File: src/rtl/seq_restoring_divider_if.sv
// Start/busy/done handshake and operand/result bundle for the sequential restoring divider.
// master drives the request side; slave is the divider itself.
interface seq_restoring_divider_if #(
    parameter int NW = 8,
    parameter int DW = 4
);
    logic          start;
    logic [NW-1:0] dividend;
    logic [DW-1:0] divisor;
    logic          busy;
    logic          done;
    logic [NW-1:0] quotient;
    logic [DW-1:0] remainder;
    logic          div_by_zero;

    modport master (
        output start, dividend, divisor,
        input  busy, done, quotient, remainder, div_by_zero
    );

    modport slave (
        input  start, dividend, divisor,
        output busy, done, quotient, remainder, div_by_zero
    );
endinterface

File: src/rtl/seq_restoring_divider.sv
// Sequential restoring divider: one quotient bit per clock, NW iterations per divide.
// Results are registered on entry to DONE and held until the next completion.
module seq_restoring_divider #(
    parameter int NW = 8,
    parameter int DW = 4
) (
    input  logic                   clk,
    input  logic                   rst,
    seq_restoring_divider_if.slave bus
);
    localparam int CW = $clog2(NW + 1);

    typedef enum logic [1:0] {IDLE, RUN, DZ, DONE} state_t;

    state_t        state_q, state_d;
    logic          accept;
    logic [DW:0]   p_q;
    logic [NW-1:0] q_q;
    logic [DW-1:0] d_q;
    logic [CW-1:0] cnt_q;
    logic [NW-1:0] quotient_q;
    logic [DW-1:0] remainder_q;
    logic          dz_q;

    // One restoring iteration. P's top bit is always zero, so widening the
    // shifted value by that bit leaves the compare unchanged.
    logic [DW+1:0] t_w;
    logic          ge;
    logic [DW:0]   p_next;
    logic [NW-1:0] q_next;

    always_comb begin
        t_w    = {p_q, q_q[NW-1]};
        ge     = (t_w >= {2'b00, d_q});
        p_next = ge ? (DW+1)'(t_w - {2'b00, d_q}) : t_w[DW:0];
        q_next = {q_q[NW-2:0], ge};
    end

    always_ff @(posedge clk) begin
        if (rst) state_q <= IDLE;
        else     state_q <= state_d;
    end

    always_comb begin
        state_d = state_q;
        accept  = 1'b0;
        case (state_q)
            IDLE, DONE: begin
                if (bus.start) begin
                    accept  = 1'b1;
                    state_d = (bus.divisor == '0) ? DZ : RUN;
                end else if (state_q == DONE) begin
                    state_d = IDLE;
                end
            end
            RUN:     if (cnt_q == CW'(1)) state_d = DONE;
            DZ:      if (cnt_q == '0)     state_d = DONE;
            default: state_d = IDLE;
        endcase
    end

    always_ff @(posedge clk) begin
        if (rst) begin
            p_q         <= '0;
            q_q         <= '0;
            d_q         <= '0;
            cnt_q       <= '0;
            quotient_q  <= '0;
            remainder_q <= '0;
            dz_q        <= 1'b0;
        end else if (accept) begin
            d_q   <= bus.divisor;
            q_q   <= bus.dividend;
            p_q   <= '0;
            // DZ reuses the counter to dwell two cycles, matching the zero-divisor latency.
            cnt_q <= (bus.divisor == '0) ? CW'(1) : CW'(NW);
        end else begin
            case (state_q)
                RUN: begin
                    p_q   <= p_next;
                    q_q   <= q_next;
                    cnt_q <= cnt_q - CW'(1);
                    if (cnt_q == CW'(1)) begin
                        quotient_q  <= q_next;
                        remainder_q <= p_next[DW-1:0];
                        dz_q        <= 1'b0;
                    end
                end
                DZ: begin
                    if (cnt_q == '0) begin
                        quotient_q  <= '1;
                        remainder_q <= '0;
                        dz_q        <= 1'b1;
                    end else begin
                        cnt_q <= cnt_q - CW'(1);
                    end
                end
                default: ;
            endcase
        end
    end

    assign bus.busy        = (state_q == RUN);
    assign bus.done        = (state_q == DONE);
    assign bus.quotient    = quotient_q;
    assign bus.remainder   = remainder_q;
    assign bus.div_by_zero = dz_q;
endmodule
File: src/flat_wrapper.sv
// flat-port wrapper written by rule: the top's interface ports become plain ports
module seq_restoring_divider_flat 
#(
    parameter int NW = 8,
    parameter int DW = 4
)
  (clk, rst, bus_start, bus_dividend, bus_divisor, bus_busy, bus_done, bus_quotient, bus_remainder, bus_div_by_zero);
  seq_restoring_divider_if #(.NW(NW), .DW(DW)) bus_i ();
  input  logic clk;
  input  logic rst;
  input wire logic [$bits(bus_i.start)-1:0] bus_start;
  input wire logic [$bits(bus_i.dividend)-1:0] bus_dividend;
  input wire logic [$bits(bus_i.divisor)-1:0] bus_divisor;
  output wire logic [$bits(bus_i.busy)-1:0] bus_busy;
  output wire logic [$bits(bus_i.done)-1:0] bus_done;
  output wire logic [$bits(bus_i.quotient)-1:0] bus_quotient;
  output wire logic [$bits(bus_i.remainder)-1:0] bus_remainder;
  output wire logic [$bits(bus_i.div_by_zero)-1:0] bus_div_by_zero;
  assign bus_i.start = bus_start;
  assign bus_i.dividend = bus_dividend;
  assign bus_i.divisor = bus_divisor;
  assign bus_busy = bus_i.busy;
  assign bus_done = bus_i.done;
  assign bus_quotient = bus_i.quotient;
  assign bus_remainder = bus_i.remainder;
  assign bus_div_by_zero = bus_i.div_by_zero;
  seq_restoring_divider #(.NW(NW), .DW(DW)) u_core (.clk(clk), .rst(rst), .bus(bus_i));
endmodule
File: config.mk
export PLATFORM = sky130hd
export DESIGN_NAME = seq_restoring_divider_flat
export DESIGN_NICKNAME = d
export VERILOG_FILES = /design/src/rtl/seq_restoring_divider_if.sv /design/src/rtl/seq_restoring_divider.sv /design/src/flat_wrapper.sv
export SDC_FILE = /design/constraint.sdc
export NUM_CORES = 1
export LEC_CHECK = 0
export CORE_MARGIN = 3
export CORE_UTILIZATION = 50
export DETAILED_ROUTE_END_ITERATION = 10
export HOLD_SLACK_MARGIN = 0.06
export PLACE_DENSITY = 0.82
export RECOVER_POWER = 100
export SLEW_MARGIN = 15
export SYNTH_ARGS = -nofsm -noshare
export SYNTH_HDL_FRONTEND = slang
export SYNTH_SLANG_ARGS = --single-unit
File: constraint.sdc
create_clock -name clk -period 3.7 [get_ports clk]
set_input_delay 0.925 -clock clk [delete_from_list [all_inputs] [get_ports clk]]
set_output_delay 0.925 -clock clk [all_outputs]
set_load 0.02 [all_outputs]
Yosys cells after proc, flatten, opt, wreduce, memory -nomap -nowiden. Cells that the tools add are included. W data, S select, Z words.

Word-level logic and storage cells: 55. Flip-flop bits (word level): 36. Output and inout bits: 15. Bits of input ports: 15.

Add/sub/neg operators: 2. Reduce and logical (&&, ||, !) cells: 11. Bitwise gates (word level): 1. $lt $le $gt $ge: 1. Equal/unequal tests: 8. Muxes and demuxes: 24.

Operator list (number): $mux W8 (4); $mux W4 (5); $pmux W4 S2 (2); $pmux W8 S2 (1); $mux W2 (5); $logic_not A4 Y1 (2); $ge A6 B4 Y1 (1); $pmux W2 S3 (1); $mux W5 (1); $sub A5 B4 Y5 (1); $eq A2 B2 Y1 const B (2); $eq A4 B1 Y1 const B (1); $mux W1 (4); $ne A2 B1 Y1 const B (2); $reduce_and A4 Y1 (1); $reduce_bool A2 Y1 (2); $reduce_or A2 Y1 (2); $sub A4 B1 Y4 const B (1); $ne A3 B2 Y1 const B (1); $ne A3 B3 Y1 const B (1); $reduce_and A3 Y1 (1); $reduce_bool A3 Y1 (1); $eq A2 B1 Y1 const B (1); $logic_not A2 Y1 (1); 3 further kinds (3).

Depth between registers and ports, before layout. Gate-level depths: netlist (run 1).

Word-level depth: 5. Depth in mapped cells: 9. Mapped depth without buffers: 9.

Least setup slack after synthesis (run 1). No wires, ideal clock.

Path type: register to register. From: register u_core.q_q[7]. To: register u_core.remainder_q[1], in the netlist u_core.bus.remainder[1]. Buffers on the path: 0. Clock period less this slack: 2.369 ns. Stages on the path, launching flop included: 10. Data required time: 3.572 ns. Path slack: 1.331 ns. Setup time: 0.128 ns. Arrival time: 2.241 ns. Cell sequence: dfxtp_1 inv_1 ha_1 inv_1 fa_1 a21o_2 a2111oi_4 mux2_2 a22oi_1 nor2_1.

Word-level cells in the longest chain between the ends: 4. Elaborated cells on any way between the ends: 5. Classes of those cells: add/sub: 1; order compare: 1; mux: 3.

RTL lines: start: declaration (RTL line seq_restoring_divider.sv:18) `logic [NW-1:0] q_q;`; start signal: assignment (RTL line seq_restoring_divider.sv:73) `q_q <= bus.dividend;`; start signal: assignment (RTL line seq_restoring_divider.sv:81) `q_q <= q_next;`; $sub A5 B4 Y5 or $ge A6 B4 Y1 (tied branches) (RTL line seq_restoring_divider.sv:35, seq_restoring_divider.sv:34); $mux W5 (*) (RTL line seq_restoring_divider.sv:35) `p_next = ge ? (DW+1)'(t_w - {2'b00, d_q}) : t_w[DW:0];`; $mux W4 (*) (RTL line seq_restoring_divider.sv:83) `if (cnt_q == CW'(1)) begin`; $pmux W4 S2 (*) (RTL line seq_restoring_divider.sv:78) `case (state_q)`; end signal: assignment (RTL line seq_restoring_divider.sv:85) `remainder_q <= p_next[DW-1:0];`; end: declaration (RTL line seq_restoring_divider.sv:22) `logic [DW-1:0] remainder_q;`.

Mark *: on every way between the ends. The rest lies on a longest branch, timed or not. The select of a mux whose other input is x is not followed. A chain may end at the register's enable or synchronous reset.

Worst setup path after layout (run 1).
From: input bus_start. To: register u_core.quotient_q[0], in the netlist u_core.bus.quotient[0].

Word-level cells in the longest chain between the ends: 4.

RTL lines: start: declaration (RTL line flat_wrapper.sv:11) `input wire logic [$bits(bus_i.start)-1:0] bus_start;`; $mux W1 (RTL line seq_restoring_divider.sv:49) `if (bus.start) begin`; $mux W1 (RTL line seq_restoring_divider.sv:47) `case (state_q)`; $not A1 Y1 (no line); $reduce_and A4 Y1 (no line); end signal: assignment (RTL line seq_restoring_divider.sv:84) `quotient_q <= q_next;`; end: declaration (RTL line seq_restoring_divider.sv:21) `logic [NW-1:0] quotient_q;`.

Every way passes these cells.

==> results of run 1 <==
==> how the worst max path moves through the flow <==
stage                           start                       to  slack, ns  depth (start not counted)
finish                      bus_start   u_core.bus.quotient[0]       0.86                          8
floorplan               u_core.q_q[7]  u_core.bus.remainder[1]       1.33                          9
CTS                 u_core.state_q[0]                 bus_busy       0.91                          3
detailed placement          bus_start   u_core.bus.quotient[0]       0.91                          8
global route                bus_start   u_core.bus.quotient[0]       0.61                          8
global placement            bus_start   u_core.bus.quotient[0]       1.00                          8
==> flip-flops by register name, indices dropped and copies added (netlist names) <==
register,flops
u_core.bus.remainder,4
u_core.cnt_q,4
u_core.bus.div_by_zero,1
u_core.d_q,4
u_core.state_q,2
u_core.p_q,5
u_core.bus.quotient,8
u_core.q_q,8
==> stage by stage <==
stage | std cells | total power [W]
floorplan | 207 | 0.00146
detailed placement | 276 | 0.00174
CTS | 284 | 0.00197
finish | 284 | 0.00192
global route | 284 | 0.00210
global placement | 276 | 0.00172
==> layout make-up <==
class                           count  area (um^2)  share of cell area [%]
Inverter                           11         41.3                    1.89
Timing Repair Buffer               33          313                    14.4
Multi-Input combinational cell    150          986                    45.2
Clock inverter                      2         10.0                   0.459
Tap cell                           46         57.6                    2.64
Sequential cell                    36          721                    33.1
Clock buffer                        6         51.3                    2.35
==> power groups by stage <==
| stage | logic (W) | registers (W) | clock network (W) |
|---|---|---|---|
| CTS | 0.00113 | 0.000612 | 0.000233 |
| detailed placement | 0.00112 | 0.000620 | 0 |
| floorplan | 0.000805 | 0.000651 | 0 |
| global route | 0.00122 | 0.000628 | 0.000247 |
| finish | 0.00109 | 0.000611 | 0.000226 |
| global placement | 0.00110 | 0.000617 | 0 |
==> worst max-delay path, delay by kind of cell <==
family / cells / cell delay (ns)
buffers and inverters: 3 / 1.36
AO/OA/AOI/OAI: 2 / 0.51
AND/OR/NAND/NOR: 3 / 0.31
==> routing by layer <==
metal,GRT usage [%],wire [um]
met1,26.1,1770
met2,30.3,1770
met3,4.08,172
met4,7.77,68
met5,0,0
==> placed cells by master (no fill, tap or decap), types with 2 or more instances in the layout <==
master	synthesis	layout
a211oi_1	17	17
a21oi_1	16	16
a22oi_1	3	3
or3_1	2	2
inv_1	11	11
ha_1	10	10
dlygate4sd3_1	0	18
mux2_1	0	2
dfxtp_1	36	36
nor3_1	3	3
buf_4	0	2
mux2i_1	11	11
nor2b_1	2	2
clkbuf_1	7	2
nand2_1	14	14
o21ai_0	5	5
o21bai_1	2	2
clkbuf_4	0	5
clkinv_2	0	2
nand2b_1	2	2
nor2_1	41	41
xor2_1	2	2
clkdlybuf4s50_1	0	11
xnor2_1	2	2
==> cells by family after synthesis <==
logic type | synth area share, %
adders and majority gates | 8.08
muxes | 7.39
AOI/OAI and AO/OA | 21.8
xor gates and xnor gates | 1.95
and+or+nand+nor | 16.1
buffers and inverters | 4.53
DFF | 40.1
==> flow_summary.toml, run 1 <==
[sta]
tns_ns = 0
fin_ws_ns = 0.861
max-slew-margin-rel_pct = 53.3
post-route-period-util_pct = 76.7
rsz0062_at_grt = "false"
hold_viol_final = 0
drv_slew = 0
fin_crit_ns = 2.84
worst_slew_pin_slew_ns = 0.699
clock_skew_ns = 0.0127
fmax_mhz = 352
setup_viol = 0
whs_ns = 0.463

[global_routing]
grt_pass1_vias = 1443
gr-total-overflow = 0
grt_pass1_wl_um = 6550
grtUsageTotal_pct = 19.4
grt_max_degree = 26
antenna_found_initial = 0

[power]
p_leak_nw = 0.850
swShare_pct = 44.0
intPower_w = 0.00108
p_switching_w = 0.000846
combPwrFrac_pct = 56.5
pwr-share-seq_pct = 31.8
ir_drop_v = 0.000507
clockPowerShare_pct = 11.8
power_density_mw_per_mm2 = 882

[floorplanning]
die_area_mm2 = 0.00435
rows = 21
core_area_mm2 = 0.00339
start_util_pct = 53.0
die_x_um = 65.9
die_h_um = 65.9
ios = 30

[cells_and_area]
syn_to_final_growth_pct = 21.4
antenna_cells = 0
nFillCells = 291
nets = 263
final_area_mm2 = 0.00218
fin_util_pct = 64.3
drive_above_1_share_pct = 5.04

[worst_hold_path]
hp-start = "u_core.d_q[3]"
hp-class = "reg2reg"
whs_endpoint = "u_core.d_q[3]"
holdPathStages = 2

[clock_tree]
postCtsResizedCells = 0
holdBufCountCts = 0
cts.clk_slew.worst_paths_ns = 0.11
clk_latency_ns = 0.35
cts-root-buf = "clkbuf_4"
cts_num_sinks = 36
tritoncts = "built"
htreeDepth = 2
cts_inserted_buffers = 5
cts_buffer_depth = 2
postCtsSetupRepairBufs = 0

[drt]
vias_per_cell = 5.41
wirelength_um = 3790
drc_errors = 0
drtIter0Drc = 132
ant_nets = 0
vias = 1536
dr.pass1.iters = 4
routedWlPerCell_um = 13.3

[critical_path]
slowest_delay_ns = 0.60
reg2reg_from = "u_core.q_q[7]"
crit_top_cell = "nor2_1"
endpoint_kind = "flip-flop"
r2r_slack_ns = 1.03
crit_path_top_delay_cell = "dlygate4sd3_1"
criticalPathCategory = "in2reg"
critPathMaxFanout = 25
critical_path.cell_chain = "dlygate4sd3_1 > nand2_1 > buf_4 > o2111ai_1 > nor2_1 > clkbuf_1 > nor2_1 > a311oi_1"
start_kind = "primary input"
critical_path_required_ns = 3.96
worstPathArrival_ns = 3.10
r2r_end = "u_core.bus.remainder[1]"
ff2ff_path_depth = 9

[synth]
avgSynthCellArea_um2 = 8.67
yosysUniqueCellTypes = 37
netlist_area_mm2 = 0.00180
synth_warnings = 0
ys_ff_latch = 36
synthCells = 207
synth-async-reset-ratio_pct = 0
synth_common_cells = "nor2_1, dfxtp_1, a211oi_1"
synth_ff_type = "dfxtp_1"
syn_nets = 233
synth.area.top_cells = "dfxtp_1, nor2_1, a211oi_1"
synth_top_area_share_pct = 40.1
synth_edf_count = 0
ys_seq_area_share_pct = 40.1
post-synth-top-count-cell = "nor2_1"
yosysTopAreaCell = "dfxtp_1"

[place]
io_buffer_count = 29
place_ws_ns = 0.906
placed_area_mm2 = 0.00213
gp_congestion = 0.829
hpwl_um = 2710

[run_status]
run_status = "finished clean"

[flow_run]
cap_viol_max_count = 0
Power figures use the tool's default switching activity.
==> run 2, diff against run 1 <==
--- a/config.mk
+++ b/config.mk
@@ -6,10 +6,10 @@
 export NUM_CORES = 1
 export LEC_CHECK = 0
 export CORE_MARGIN = 3
-export CORE_UTILIZATION = 50
+export CORE_UTILIZATION = 47
 export DETAILED_ROUTE_END_ITERATION = 10
 export HOLD_SLACK_MARGIN = 0.06
-export PLACE_DENSITY = 0.82
+export PLACE_DENSITY = 0.81
 export RECOVER_POWER = 100
 export SLEW_MARGIN = 15
 export SYNTH_ARGS = -nofsm -noshare
==> constraint.sdc (replaced) <==
create_clock -name clk -period 2.6 [get_ports clk]
set_input_delay 0.65 -clock clk [delete_from_list [all_inputs] [get_ports clk]]
set_output_delay 0.65 -clock clk [all_outputs]
set_load 0.02 [all_outputs]
==> run 2 against run 1 <==
Power up 56%; flip-flop and latch count unchanged; combinational power up 50%; sequential power up 42%; register-to-register slack worse by 0.81 ns; critical endpoint is now bus_busy.
==> flow_summary.toml, run 2 (synthesis results as in run 1) <==
[run_status]
run_status = "finished clean"

[sta]
setup_viol = 0
rsz0062_at_grt = "false"
max-slew-margin-rel_pct = 62.8
hold_viol_final = 0
post-route-period-util_pct = 94.3
fmax_mhz = 408
clock_skew_ns = 0.00742
tns_ns = 0
drv_slew = 0
whs_ns = 0.457
worst_slew_pin_slew_ns = 0.558
fin_crit_ns = 2.45

[drt]
wirelength_um = 3980
routedWlPerCell_um = 13.8
dr.pass1.iters = 4
vias = 1567
drtIter0Drc = 87
vias_per_cell = 5.44
drc_errors = 0
ant_nets = 0

[worst_hold_path]
hp-class = "reg2reg"
holdPathStages = 2

[clock_tree]
clk_latency_ns = 0.29
tritoncts = "built"
cts_num_sinks = 36
cts_buffer_depth = 2
postCtsResizedCells = 0
cts-root-buf = "clkbuf_8"
postCtsSetupRepairBufs = 0
cts.clk_slew.worst_paths_ns = 0.08
cts_inserted_buffers = 5
htreeDepth = 2
holdBufCountCts = 0

[critical_path]
ff2ff_path_depth = 9
start_kind = "flip-flop"
endpoint_kind = "output pin"
worstPathArrival_ns = 1.80
critPathMaxFanout = 9
criticalPathCategory = "reg2out"
critical_path_required_ns = 1.95

[power]
p_leak_nw = 0.887
power_w = 0.00300
ir_drop_v = 0.000739
power_density_mw_per_mm2 = 1330

[global_routing]
grt_pass1_vias = 1490
grtUsageTotal_pct = 19.5
gr-total-overflow = 0
antenna_found_initial = 0
grt_max_degree = 18
grt_pass1_wl_um = 6650

[place]
placed_area_mm2 = 0.00216
io_buffer_count = 29
hpwl_um = 2920
gp_congestion = 0.893

[floorplanning]
start_util_pct = 51.4
die_x_um = 67.8
die_area_mm2 = 0.00460
rows = 21
core_area_mm2 = 0.00349
die_h_um = 67.8
ios = 30

[cells_and_area]
nets = 267
final_cell_mix = "nor2_1, dfxtp_1, a211oi_1, a21oi_1, dlygate4sd3_1"
syn_to_final_growth_pct = 26.1
antenna_cells = 0
final_area_mm2 = 0.00226
drive_above_1_share_pct = 7.44
layout_commonest_cell = "nor2_1"

[flow_run]
cap_viol_max_count = 0
[run 2: cell types whose count changed in the layout (fill, tap and decap cells not counted), moves of 3 or more]
cell,delta
buf_4,+3
clkbuf_4,-5
clkbuf_8,+4
clkdlybuf4s50_1,+3
dlygate4sd3_1,-3
[run 2: path summary, 6_finish.rpt]
| kind | to | slack (ns) | start |
|---|---|---|---|
| hold reg to reg | u_core.d_q[2] | 0.46 | u_core.d_q[2] |
| setup / recovery | bus_busy | 0.15 | u_core.state_q[0] |
| hold / removal | u_core.d_q[2] | 0.46 | u_core.d_q[2] |
| setup reg to reg | u_core.bus.remainder[2] | 0.22 | u_core.q_q[7] |
[run 2: power by group]
part	internal (W)	total (W)	switching (W)
Clock	0.000284	0.000493	0.000210
Combinational	0.000709	0.00164	0.000932
Sequential	0.000738	0.000870	0.000132
Total	0.00173	0.00300	0.00127
[run 2: cell type report]
type,instances,area [um^2]
fillers,300,1230
multi-input cells,150,993
repair buffers,37,340
clock buffers,5,68.8
inverters,11,41.3
clock inverters,3,42.5
well taps,46,57.6
flip-flops and latches,36,721
[run 2: worst max-delay path: stages, from the launching register on]
cell	delay [ns]
dfxtp_1	0.39
ha_1	0.44
clkdlybuf4s50_1	0.68
[run 2: per-stage QoR]
stage          cells  util, %  worst slack (ns)
2_1_floorplan    207        -             0.231
3_3_place_gp     280     61.9             0.314
3_5_place_dp     280     61.9             0.209
4_1_cts          288     65.1             0.136
5_1_grt          288     64.8            0.0621
6_report         288     64.8             0.148
[run 2: routing by layer]
layer | global-route usage (%) | share of wire, %
met1 | 24.6 | 46
met2 | 31.1 | 48
met3 | 5.49 | 4.2
met4 | 8.44 | 1.5
met5 | 0 | 0
